## config.mk

```make
export PLATFORM = sky130hd
export DESIGN_NAME = psum_accum_ctrl
export DESIGN_NICKNAME = d
export VERILOG_FILES = /design/src/rtl/psum_pkg.sv /design/src/rtl/psum_lane_addsat.sv /design/src/rtl/psum_accum_ctrl.sv
export SDC_FILE = /design/constraint.sdc
export NUM_CORES = 1
export LEC_CHECK = 0
export CAP_MARGIN = 40
export CORE_ASPECT_RATIO = 1.2
export CORE_MARGIN = 4
export CORE_UTILIZATION = 45
export DETAILED_ROUTE_END_ITERATION = 16
export GPL_ROUTABILITY_DRIVEN = 0
export HOLD_SLACK_MARGIN = 0.02
export PLACE_DENSITY = 0.75
export RECOVER_POWER = 50
export REMOVE_ABC_BUFFERS = 1
export SKIP_LAST_GASP = 1
export SLEW_MARGIN = 40
export SYNTH_ARGS = -nofsm -noshare
export SYNTH_HDL_FRONTEND = slang
export SYNTH_SLANG_ARGS = --single-unit
```

## constraint.sdc

```tcl
create_clock -name clk -period 6.99 [get_ports clk]
set_clock_uncertainty 0.2 [all_clocks]
set_input_delay 1.398 -clock clk [delete_from_list [all_inputs] [get_ports clk]]
set_output_delay 1.398 -clock clk [all_outputs]
set_load 0.02 [all_outputs]
```

## src/rtl/psum_pkg.sv

```systemverilog
// rtl/psum_pkg.sv - shared types and constants for the psum drain controller
package psum_pkg;

   localparam int COL     = 8;
   localparam int PSUM_BW = 16;
   localparam int ADDR_W  = 11;
   localparam int CNT_W   = 11;

   function automatic int psum_max(input int bw);
      return (1 << (bw - 1)) - 1;
   endfunction

   function automatic int psum_min(input int bw);
      return -(1 << (bw - 1));
   endfunction

   localparam int PSUM_MAX = psum_max(PSUM_BW);
   localparam int PSUM_MIN = psum_min(PSUM_BW);

   typedef enum logic [2:0] {
      ST_IDLE  = 3'd0,
      ST_WAIT  = 3'd1,
      ST_READ  = 3'd2,
      ST_WRITE = 3'd3,
      ST_DONE  = 3'd4
   } state_t;

endpackage

```

## src/rtl/psum_lane_addsat.sv

```systemverilog
// rtl/psum_lane_addsat.sv - one lane: signed saturating add, first-pass bypass, ReLU
module psum_lane_addsat
   import psum_pkg::*;
#(
   parameter int psum_bw = PSUM_BW
) (
   input  logic [psum_bw-1:0] stored_i,
   input  logic [psum_bw-1:0] new_i,
   input  logic               bypass_i,
   input  logic               relu_en_i,
   output logic [psum_bw-1:0] result_o
);

   localparam logic [psum_bw-1:0] LANE_MAX = psum_bw'(psum_max(psum_bw));
   localparam logic [psum_bw-1:0] LANE_MIN = psum_bw'(psum_min(psum_bw));

   logic [psum_bw:0]   sum_w;
   logic [psum_bw-1:0] pre_w;

   // Sign-extended add; overflow shows as disagreement of the top two bits.
   always_comb begin
      sum_w = {stored_i[psum_bw-1], stored_i} + {new_i[psum_bw-1], new_i};
      pre_w = sum_w[psum_bw-1:0];
      if (bypass_i) begin
         pre_w = new_i;
      end else if (sum_w[psum_bw] != sum_w[psum_bw-1]) begin
         pre_w = sum_w[psum_bw] ? LANE_MIN : LANE_MAX;
      end
      result_o = (relu_en_i && pre_w[psum_bw-1]) ? '0 : pre_w;
   end

endmodule

```

## src/rtl/psum_accum_ctrl.sv

```systemverilog
// rtl/psum_accum_ctrl.sv - OFIFO-to-psum-SRAM accumulate controller with start/done handshake
module psum_accum_ctrl
   import psum_pkg::*;
#(
   parameter int col     = COL,
   parameter int psum_bw = PSUM_BW,
   parameter int addr_w  = ADDR_W,
   parameter int cnt_w   = CNT_W
) (
   input  logic                   clk,
   input  logic                   reset,
   input  logic                   start,
   input  logic [addr_w-1:0]      base_addr,
   input  logic [cnt_w-1:0]       num_rows,
   input  logic                   first_pass,
   input  logic                   relu_en,
   input  logic                   ofifo_valid,
   input  logic [col*psum_bw-1:0] ofifo_data,
   output logic                   ofifo_rd,
   output logic                   pmem_cen,
   output logic                   pmem_wen,
   output logic [addr_w-1:0]      pmem_addr,
   output logic [col*psum_bw-1:0] pmem_d,
   input  logic [col*psum_bw-1:0] pmem_q,
   output logic                   busy,
   output logic                   done
);

   state_t                 state_q, state_d;
   logic [addr_w-1:0]      addr_q, addr_d;
   logic [addr_w-1:0]      last_addr_q, last_addr_d;
   logic [cnt_w-1:0]       cnt_q, cnt_d;
   logic [cnt_w-1:0]       num_rows_q, num_rows_d;
   logic                   first_pass_q, first_pass_d;
   logic                   relu_en_q, relu_en_d;
   logic [col*psum_bw-1:0] hold_q, hold_d;
   logic [col*psum_bw-1:0] lane_new_w, lane_res_w;
   logic                   advance_w;

   // First pass writes the OFIFO head straight through; otherwise add the held vector.
   assign lane_new_w = first_pass_q ? ofifo_data : hold_q;

   for (genvar i = 0; i < col; i++) begin : g_lane
      psum_lane_addsat #(.psum_bw(psum_bw)) u_lane (
         .stored_i  (pmem_q[i*psum_bw +: psum_bw]),
         .new_i     (lane_new_w[i*psum_bw +: psum_bw]),
         .bypass_i  (first_pass_q),
         .relu_en_i (relu_en_q),
         .result_o  (lane_res_w[i*psum_bw +: psum_bw])
      );
   end

   // State register plus latched pass configuration, counters and hold vector.
   always_ff @(posedge clk) begin
      if (reset) begin
         state_q      <= ST_IDLE;
         addr_q       <= '0;
         last_addr_q  <= '0;
         cnt_q        <= '0;
         num_rows_q   <= '0;
         first_pass_q <= 1'b0;
         relu_en_q    <= 1'b0;
         hold_q       <= '0;
      end else begin
         state_q      <= state_d;
         addr_q       <= addr_d;
         last_addr_q  <= last_addr_d;
         cnt_q        <= cnt_d;
         num_rows_q   <= num_rows_d;
         first_pass_q <= first_pass_d;
         relu_en_q    <= relu_en_d;
         hold_q       <= hold_d;
      end
   end

   // Next-state and SRAM/OFIFO strobes; a READ with an empty head waits in place.
   always_comb begin
      state_d      = state_q;
      addr_d       = addr_q;
      last_addr_d  = last_addr_q;
      cnt_d        = cnt_q;
      num_rows_d   = num_rows_q;
      first_pass_d = first_pass_q;
      relu_en_d    = relu_en_q;
      hold_d       = hold_q;
      ofifo_rd     = 1'b0;
      pmem_cen     = 1'b1;
      pmem_wen     = 1'b1;
      busy         = 1'b1;
      done         = 1'b0;
      advance_w    = 1'b0;

      case (state_q)
         ST_IDLE: begin
            busy = 1'b0;
            if (start) begin
               addr_d       = base_addr;
               cnt_d        = '0;
               num_rows_d   = num_rows;
               first_pass_d = first_pass;
               relu_en_d    = relu_en;
               state_d      = (num_rows == '0) ? ST_DONE : ST_WAIT;
            end
         end
         ST_WAIT: begin
            if (ofifo_valid) state_d = ST_READ;
         end
         ST_READ: begin
            if (ofifo_valid) begin
               ofifo_rd = 1'b1;
               hold_d   = ofifo_data;
               pmem_cen = 1'b0;
               if (first_pass_q) begin
                  pmem_wen  = 1'b0;
                  advance_w = 1'b1;
               end else begin
                  state_d = ST_WRITE;
               end
            end
         end
         ST_WRITE: begin
            pmem_cen  = 1'b0;
            pmem_wen  = 1'b0;
            advance_w = 1'b1;
         end
         ST_DONE: begin
            done    = 1'b1;
            state_d = ST_IDLE;
         end
         default: state_d = ST_IDLE;
      endcase

      if (advance_w) begin
         addr_d = addr_q + 1'b1;
         cnt_d  = cnt_q + 1'b1;
         if (cnt_q + 1'b1 == num_rows_q) state_d = ST_DONE;
         else if (ofifo_valid)           state_d = ST_READ;
         else                            state_d = ST_WAIT;
      end

      if (!pmem_cen) last_addr_d = addr_q;
      pmem_addr = pmem_cen ? last_addr_q : addr_q;
      pmem_d    = pmem_wen ? '0 : lane_res_w;
   end

endmodule

```

==> reports/metrics.yaml, run 1 <==
clock_latency_ns: 0.46
startpoint_type: "input port"
critPathMaxFanout: 9
critical_path_class: "input port to primary output"
ys_types: 84
io_pins: 428
core_region_area_um2: 35900
wl_met2_um: 29900
synth_cells: 2270
initial_core_util_pct: 45.7
die_height_um: 217
cpPeakStageDelay_ns: 0.46
met3_length_um: 4310
holdPathStages: 2
cts_buffers: 17
viasPerCell: 5.74
hold_class: "flip-flop to flip-flop"
grt_max_degree: 121
drt_iter0_markers: 1177
rsz0062_at_grt: "true"
drive_gt1_share_pct: 19.8
firstDrtPassIters: 6
fin_crit_ns: 6.87
drc: 0
maxCapViolCount: 1
mostFrequentLayoutCells: "nand2_1 (413), clkdlybuf4s50_1 (304), a21oi_1 (254), buf_4 (250), dfxtp_1 (176)"
clk_pin_slew_ns: 0.07
utilization_pct: 65.2
power_density_nw_per_um2: 166
grt_pass1_vias: 18900
syn_avg_cell_area_um2: 7.23
rows: 76
cpLargestDelayFamily: "compound AO/OA/AOI/OAI gates"
drv_slew: 60
layout_commonest_cell: "nand2_1"
hold_end: "hold_q[32]"
status: "finished, violations left"
ant_nets: 0
r2r_slack_ns: 1.60
crit_path_cell_trace: "clkdlybuf4s50_1 -> mux2_2 -> ha_1 -> a211oi_2 -> nor2_1 -> o41ai_2 -> buf_4 -> o211a_1 -> o31a_1 -> o21ai_1 -> xor2_1 -> inv_1 -> ha_1 -> nor2_1 -> o21ai_0 -> nand2_1 -> nand2_4 -> buf_6 -> a221oi_1 -> buf_2"
fin_crit_sh_pct: 98.3
crit_slowest_cell: "clkdlybuf4s50_1"
reg2reg_to: "hold_q[27]"
area_growth_pct: 42.8
dp_hpwl_um: 45200
path_buf_inv: 5
clockRootBuffer: "clkbuf_16"
clockBufferDepth: 2
violations: "max-capacitance violations, max-slew violations"
htree_levels: 4
p_total_mw: 3.90
n_fill_cell: 3116
worstReg2RegStart: "state_q[1]"
tightest_slew_ns: 3.19
postSynth.asyncResetShare_pct: 0
multi_input_area_um2: 12300
finalHoldViolations: 0
fmax_mhz: 146
drt-met1-wl_um: 23600
port_buffers: 427
yosys_warnings: 0
leakage_nw: 10.1
cts.sinks: 177
relSlewSlack_pct: -112
die_x_um: 182
synth_edf_count: 0
antenna_found_initial: 11
grt_overflow: 0
die-area_um2: 39600
grt_pass1_wl_um: 94500
cts_tree: "built"
synth_seq_cells: 177
holdCritStartpoint: "hold_q[32]"
setup_viol: 0
grt_usage_pct: 28.9
arrival_ns: 5.27
vias: 19140
reg2reg_depth: 8
syn_area_um2: 16400
layout.nets: 3283
seq_area_um2: 3550
required_ns: 5.39
dr.max_layer_used: "met5"
ir_worst_vdd_mv: 0.177
yosysSeqAreaShare_pct: 21.6
post_drt_wl_per_cell_um: 18.2
synthFlopType: "dfxtp_1"
cp-end-kind: "primary output"
routed_wl_um: 60900
## repair_timing
action | in CTS | in global routing
pin swaps | 7 | 36
endpoints found under the setup margin | 105 | 112
cloned | 0 | 0
gates resized for setup | 162 | 246
hold buffers | 0 | 0
setup buffers | 2 | 6
## how the worst max path moves through the flow
stage,start,to,cells past startpoint
after floorplan,first_pass_q,pmem_d[43],15
after global placement,ofifo_data[33],pmem_d[32],20
after detailed placement,ofifo_data[33],pmem_d[36],18
after CTS,ofifo_data[97],pmem_d[98],20
after global routing,ofifo_data[64],pmem_d[66],17
final,ofifo_data[49],pmem_d[60],20
## area by class of cell
type	instances	area share, %
Antenna cell	9	0.0961
Clock buffer	24	2.27
Clock inverter	8	0.272
Inverter	129	2.08
Multi-Input combinational cell	1849	52.5
Sequential cell	177	15.1
Tap cell	468	2.50
Timing Repair Buffer	673	25.2
## cell usage after synthesis (10+ instances only)
| cell | count | area (um^2) |
|---|---|---|
| a31oi_1 | 18 | 113 |
| o211ai_1 | 16 | 120 |
| o21ai_0 | 138 | 691 |
| clkbuf_1 | 98 | 368 |
| a21o_1 | 27 | 203 |
| xor2_1 | 36 | 315 |
| and3_1 | 14 | 87.6 |
| o21bai_1 | 15 | 113 |
| nor3_1 | 65 | 325 |
| nor2b_1 | 37 | 231 |
| o221a_2 | 12 | 135 |
| dfxtp_1 | 177 | 3540 |
| ha_1 | 144 | 1800 |
| or3_1 | 21 | 131 |
| o21a_1 | 14 | 105 |
| nor4_1 | 10 | 62.6 |
| a21oi_1 | 267 | 1340 |
| xnor2_1 | 78 | 683 |
| nor2_1 | 145 | 544 |
| a221oi_1 | 45 | 394 |
| mux2_2 | 100 | 1130 |
| nand3_1 | 34 | 170 |
| a211oi_1 | 48 | 360 |
| nand2b_1 | 18 | 113 |
| nand2_1 | 418 | 1570 |
| inv_1 | 127 | 477 |
## worst register-to-register path: cells and delay by family (launching register included)
| kind | cells | cell delay, ns |
|---|---|---|
| AO/OA/AOI/OAI | 1 | 0.16 |
| buffers and inverters | 4 | 4.00 |
| flip-flops | 1 | 0.49 |
| AND/OR/NAND/NOR | 3 | 0.45 |
## sequential cells by signal, summed over array words and instances, names as in the netlist
register      count
hold_q          128
addr_q           11
cnt_q            11
last_addr_q      11
num_rows_q       11
state_q           3
first_pass_q      1
relu_en_q         1
## cell families (layout without fill, tap and decap cells)
group | count (synthesis) | after routing | share of synthesized area [%]
adder cells (fa/ha/maj) | 152 | 152 | 12.0
multiplexers | 104 | 104 | 7.15
AO/OA/AOI/OAI | 676 | 676 | 25.9
XOR/XNOR | 114 | 114 | 6.08
other | 0 | 9 | 0
flip-flops | 177 | 177 | 21.6
buffers and inverters | 244 | 834 | 5.72
AND/OR/NAND/NOR | 803 | 803 | 21.6
## power breakdown
| group | leakage, nW | switching, mW | internal (mW) | total [mW] |
|---|---|---|---|---|
| Sequential | 1.44 | 0.0378 | 1.05 | 1.09 |
| Combinational | 8.42 | 0.954 | 0.857 | 1.81 |
| Clock | 0.291 | 0.460 | 0.539 | 0.999 |
## metrics by stage
stage          worst slack, ns  area, um^2  TNS (ns)  hold WS, ns  instances
4_1_cts                 -0.125       23400    -0.370        0.256       3322
5_1_grt                -0.0911       23400    -0.809        0.267       3336
3_3_place_gp            -0.445       22700    -14.95        0.239       3288
3_5_place_dp            -0.536       22700    -23.60        0.246       3288
6_report                 0.122       23400         0        0.254       3337
2_1_floorplan            -4.15       16000   -496.17        0.228       2155
## routing by layer
metal | up-vias | global-route usage (%)
met2 | 744 | 51.2
li1 | 9219 | -
met1 | 8996 | 33.6
met5 | - | 0
met3 | 177 | 5.12
met4 | 4 | 14.2
(Power assumes the default switching activity.)
==> run 2, diff against run 1 <==
--- a/config.mk
+++ b/config.mk
@@ -8,11 +8,11 @@
 export CAP_MARGIN = 40
 export CORE_ASPECT_RATIO = 1.2
 export CORE_MARGIN = 4
-export CORE_UTILIZATION = 45
+export CORE_UTILIZATION = 51
 export DETAILED_ROUTE_END_ITERATION = 16
 export GPL_ROUTABILITY_DRIVEN = 0
 export HOLD_SLACK_MARGIN = 0.02
-export PLACE_DENSITY = 0.75
+export PLACE_DENSITY = 0.83
 export RECOVER_POWER = 50
 export REMOVE_ABC_BUFFERS = 1
 export SKIP_LAST_GASP = 1
==> run 2 against run 1 <==
Effect of this change:
- the flow still finishes with violations (max-capacitance violations, max-slew violations)
- critical path depth down 1
- sequential share of layout area is 0.088 points higher
- clock power fell by 2%
- setup slack worse by 0.015 ns
- global-route usage grew 3.4 points
- core utilization rose by 8.7 points
- non-clock buffer count fell by 8
- power fell by 0.60%
- largest cell class unchanged
- highest routed layer unchanged
==> reports/metrics.yaml, run 2 (synthesized netlist as in run 1, its figures left out) <==
status: "finished, violations left"
violations: "max-capacitance violations, max-slew violations"
ant_nets: 0  # unchanged
clk_pin_slew_ns: 0.07  # about the same
grt_max_degree: 117  # -3.3%
grt_pass1_vias: 19295  # +2.1%
maxCapViolCount: 1  # unchanged
required_ns: 5.39  # about the same
clockBufferDepth: 2  # unchanged
p_clk_share_pct: 25.3  # -0.3 points
htree_levels: 4  # unchanged
rsz0062_at_grt: "true"
grt_usage_pct: 32.4  # +3.4 points
worstReg2RegStart: "state_q[1]"
area_growth_pct: 42.0
routed_wl_um: 60500  # -0.59%
swShare_pct: 38.7  # +1.4 points
fin_crit_ns: 6.88  # +0.0154 ns
vias: 19311  # +0.89%
crit_path_cell_trace: "clkdlybuf4s50_1 -> mux2_2 -> ha_2 -> fa_1 -> a21oi_2 -> o21bai_1 -> nor4_2 -> nor3_1 -> a21oi_1 -> nor2b_1 -> o21ai_1 -> ha_1 -> nand3_1 -> o21ai_4 -> buf_6 -> nor2_1 -> a221oi_2 -> buf_4 -> buf_12"
cp-end-kind: "primary output"
setup_viol: 0  # unchanged
cpLargestDelayFamily: "adder cells"
grt_overflow: 0  # unchanged
die_x_um: 172  # -5.8%
hold_buffers: 0  # unchanged
antenna_found_initial: 11  # unchanged
cpPeakStageDelay_ns: 0.44  # -0.02 ns
leakage_nw: 10.2  # +0.56%
rows: 71  # -6.6%
top_register: "hold_q"
die_height_um: 205  # -5.8%
combPwrFrac_pct: 46.7  # +0.2 points
viasPerCell: 5.92  # +3.2%
die-area_um2: 35100  # -11%
drt_iter0_markers: 1372  # +17%
drc: 0  # unchanged
fin_crit_sh_pct: 98.5  # +0.22 points
finalHoldViolations: 0  # unchanged
io_pins: 428  # unchanged
internal_power_mw: 2.37  # -2.8%
path_buf_inv: 4  # -1
largest_reg_flops: 128  # unchanged
cts.sinks: 177  # unchanged
clockRootBuffer: "clkbuf_16"
core_region_area_um2: 31500  # -12%
clock_latency_ns: 0.44  # -0.02 ns
startpoint_type: "input port"
p_switching_mw: 1.50  # +3.1%
fmax_mhz: 145  # -0.22%
relSlewSlack_pct: -148  # -35 points
drive_gt1_share_pct: 19.7  # -0.15 points
whs_ns: 0.253  # -0.00105 ns
drv_slew: 72  # +20%
finalNonFillerCells: 3262  # -2.2%
tightest_slew_ns: 3.72  # +0.530 ns
layout_commonest_cell: "nand2_1"
worstSetupStartpoint: "ofifo_data[32]"
dp_hpwl_um: 45100  # -0.18%
critPathMaxFanout: 4  # -5
reg2reg_to: "hold_q[87]"
cts_buffers: 17  # unchanged
r2r_slack_ns: 1.63  # +0.03 ns
path_depth: 19  # -5.0%
firstDrtPassIters: 6  # unchanged
reg2reg_depth: 6  # -2
port_buffers: 427  # unchanged
post_drt_wl_per_cell_um: 18.6  # +1.7%
mostFrequentLayoutCells: "nand2_1 (414), clkdlybuf4s50_1 (307), a21oi_1 (256), buf_4 (241), dfxtp_1 (176)"
cts_tree: "built"
arrival_ns: 5.29  # +0.02 ns
crit_slowest_cell: "clkdlybuf4s50_1"
hold_class: "flip-flop to flip-flop"
grt_pass1_wl_um: 93600  # -0.97%
layout.nets: 3275  # -0.24%
ir_worst_vdd_mv: 0.165  # -7.0%
seqPwrFrac_pct: 28.0  # about the same
power_density_nw_per_um2: 166  # about the same
critical_path_class: "input port to primary output"
dp.cells: 3215  # -2.2%
initial_core_util_pct: 52.1  # +6.4 points
crit_path_end: "pmem_d[40]"
-- run 2: worst min path at each step --
stage / startpoint / end / slack (ns) / cells after the start
after CTS: hold_q[110] / hold_q[110] / 0.25 / 2
after floorplan: hold_q[0] / hold_q[0] / 0.23 / 2
after global placement: hold_q[80] / hold_q[80] / 0.24 / 2
after detailed placement: hold_q[110] / hold_q[110] / 0.24 / 2
final: hold_q[110] / hold_q[110] / 0.25 / 2
after global routing: hold_q[18] / hold_q[18] / 0.27 / 2
-- run 2: tightest hold or removal path: stages, from the launching register on --
cell and delay (ns):
dfxtp_1 0.31, nand2_1 0.05, a21oi_1 0.05
-- run 2: metrics by stage --
step / cell area, um^2 / utilization [%] / setup TNS (ns) / worst slack (ns) / power, mW
after floorplan: 16000 / - / -496.17 / -4.15 / 2.07
after CTS: 23100 / 73.4 / -0.156 / -0.148 / 3.79
final: 23300 / 73.9 / 0 / 0.107 / 3.87
after detailed placement: 22500 / 71.4 / -19.21 / -0.533 / 2.80
after global routing: 23300 / 73.9 / -1.78 / -0.171 / 4.08
after global placement: 22500 / 71.4 / -11.36 / -0.309 / 2.76
-- run 2: timing repair --
| item | 4_1_cts | 5_1_grt |
|---|---|---|
| endpoints found under the hold margin | 0 | 0 |
| setup endpoints to repair | 106 | 115 |
| pin swaps | 6 | 26 |
| gates resized for setup | 121 | 282 |
| setup buffers | 1 | 5 |
| cloned | 0 | 0 |
-- run 2: cell type report --
cell class,instances,area [um^2]
Timing Repair Buffer,665,5810
Tap cell,401,502
Inverter,129,487
Antenna cell,9,22.5
Fill cell,2397,8230
Clock buffer,17,425
Clock inverter,15,163
Sequential cell,177,3550
Multi-Input combinational cell,1849,12400
-- run 2: power by group through the flow --
stage | clock network (mW) | logic [mW] | registers, mW
6_report | 0.980 | 1.81 | 1.08
5_1_grt | 1.03 | 1.96 | 1.09
4_1_cts | 0.995 | 1.71 | 1.08
3_5_place_dp | 0 | 1.70 | 1.11
3_3_place_gp | 0 | 1.65 | 1.10
2_1_floorplan | 0 | 0.959 | 1.11
-- run 2: routing by layer --
metal	global-route usage (%)	part of all wire (%)	wire length, um
met5	0	0.035	21
met4	17.1	5.3	3230
met3	6.49	7.7	4640
met2	56.4	49	29700
met1	37.1	38	22900
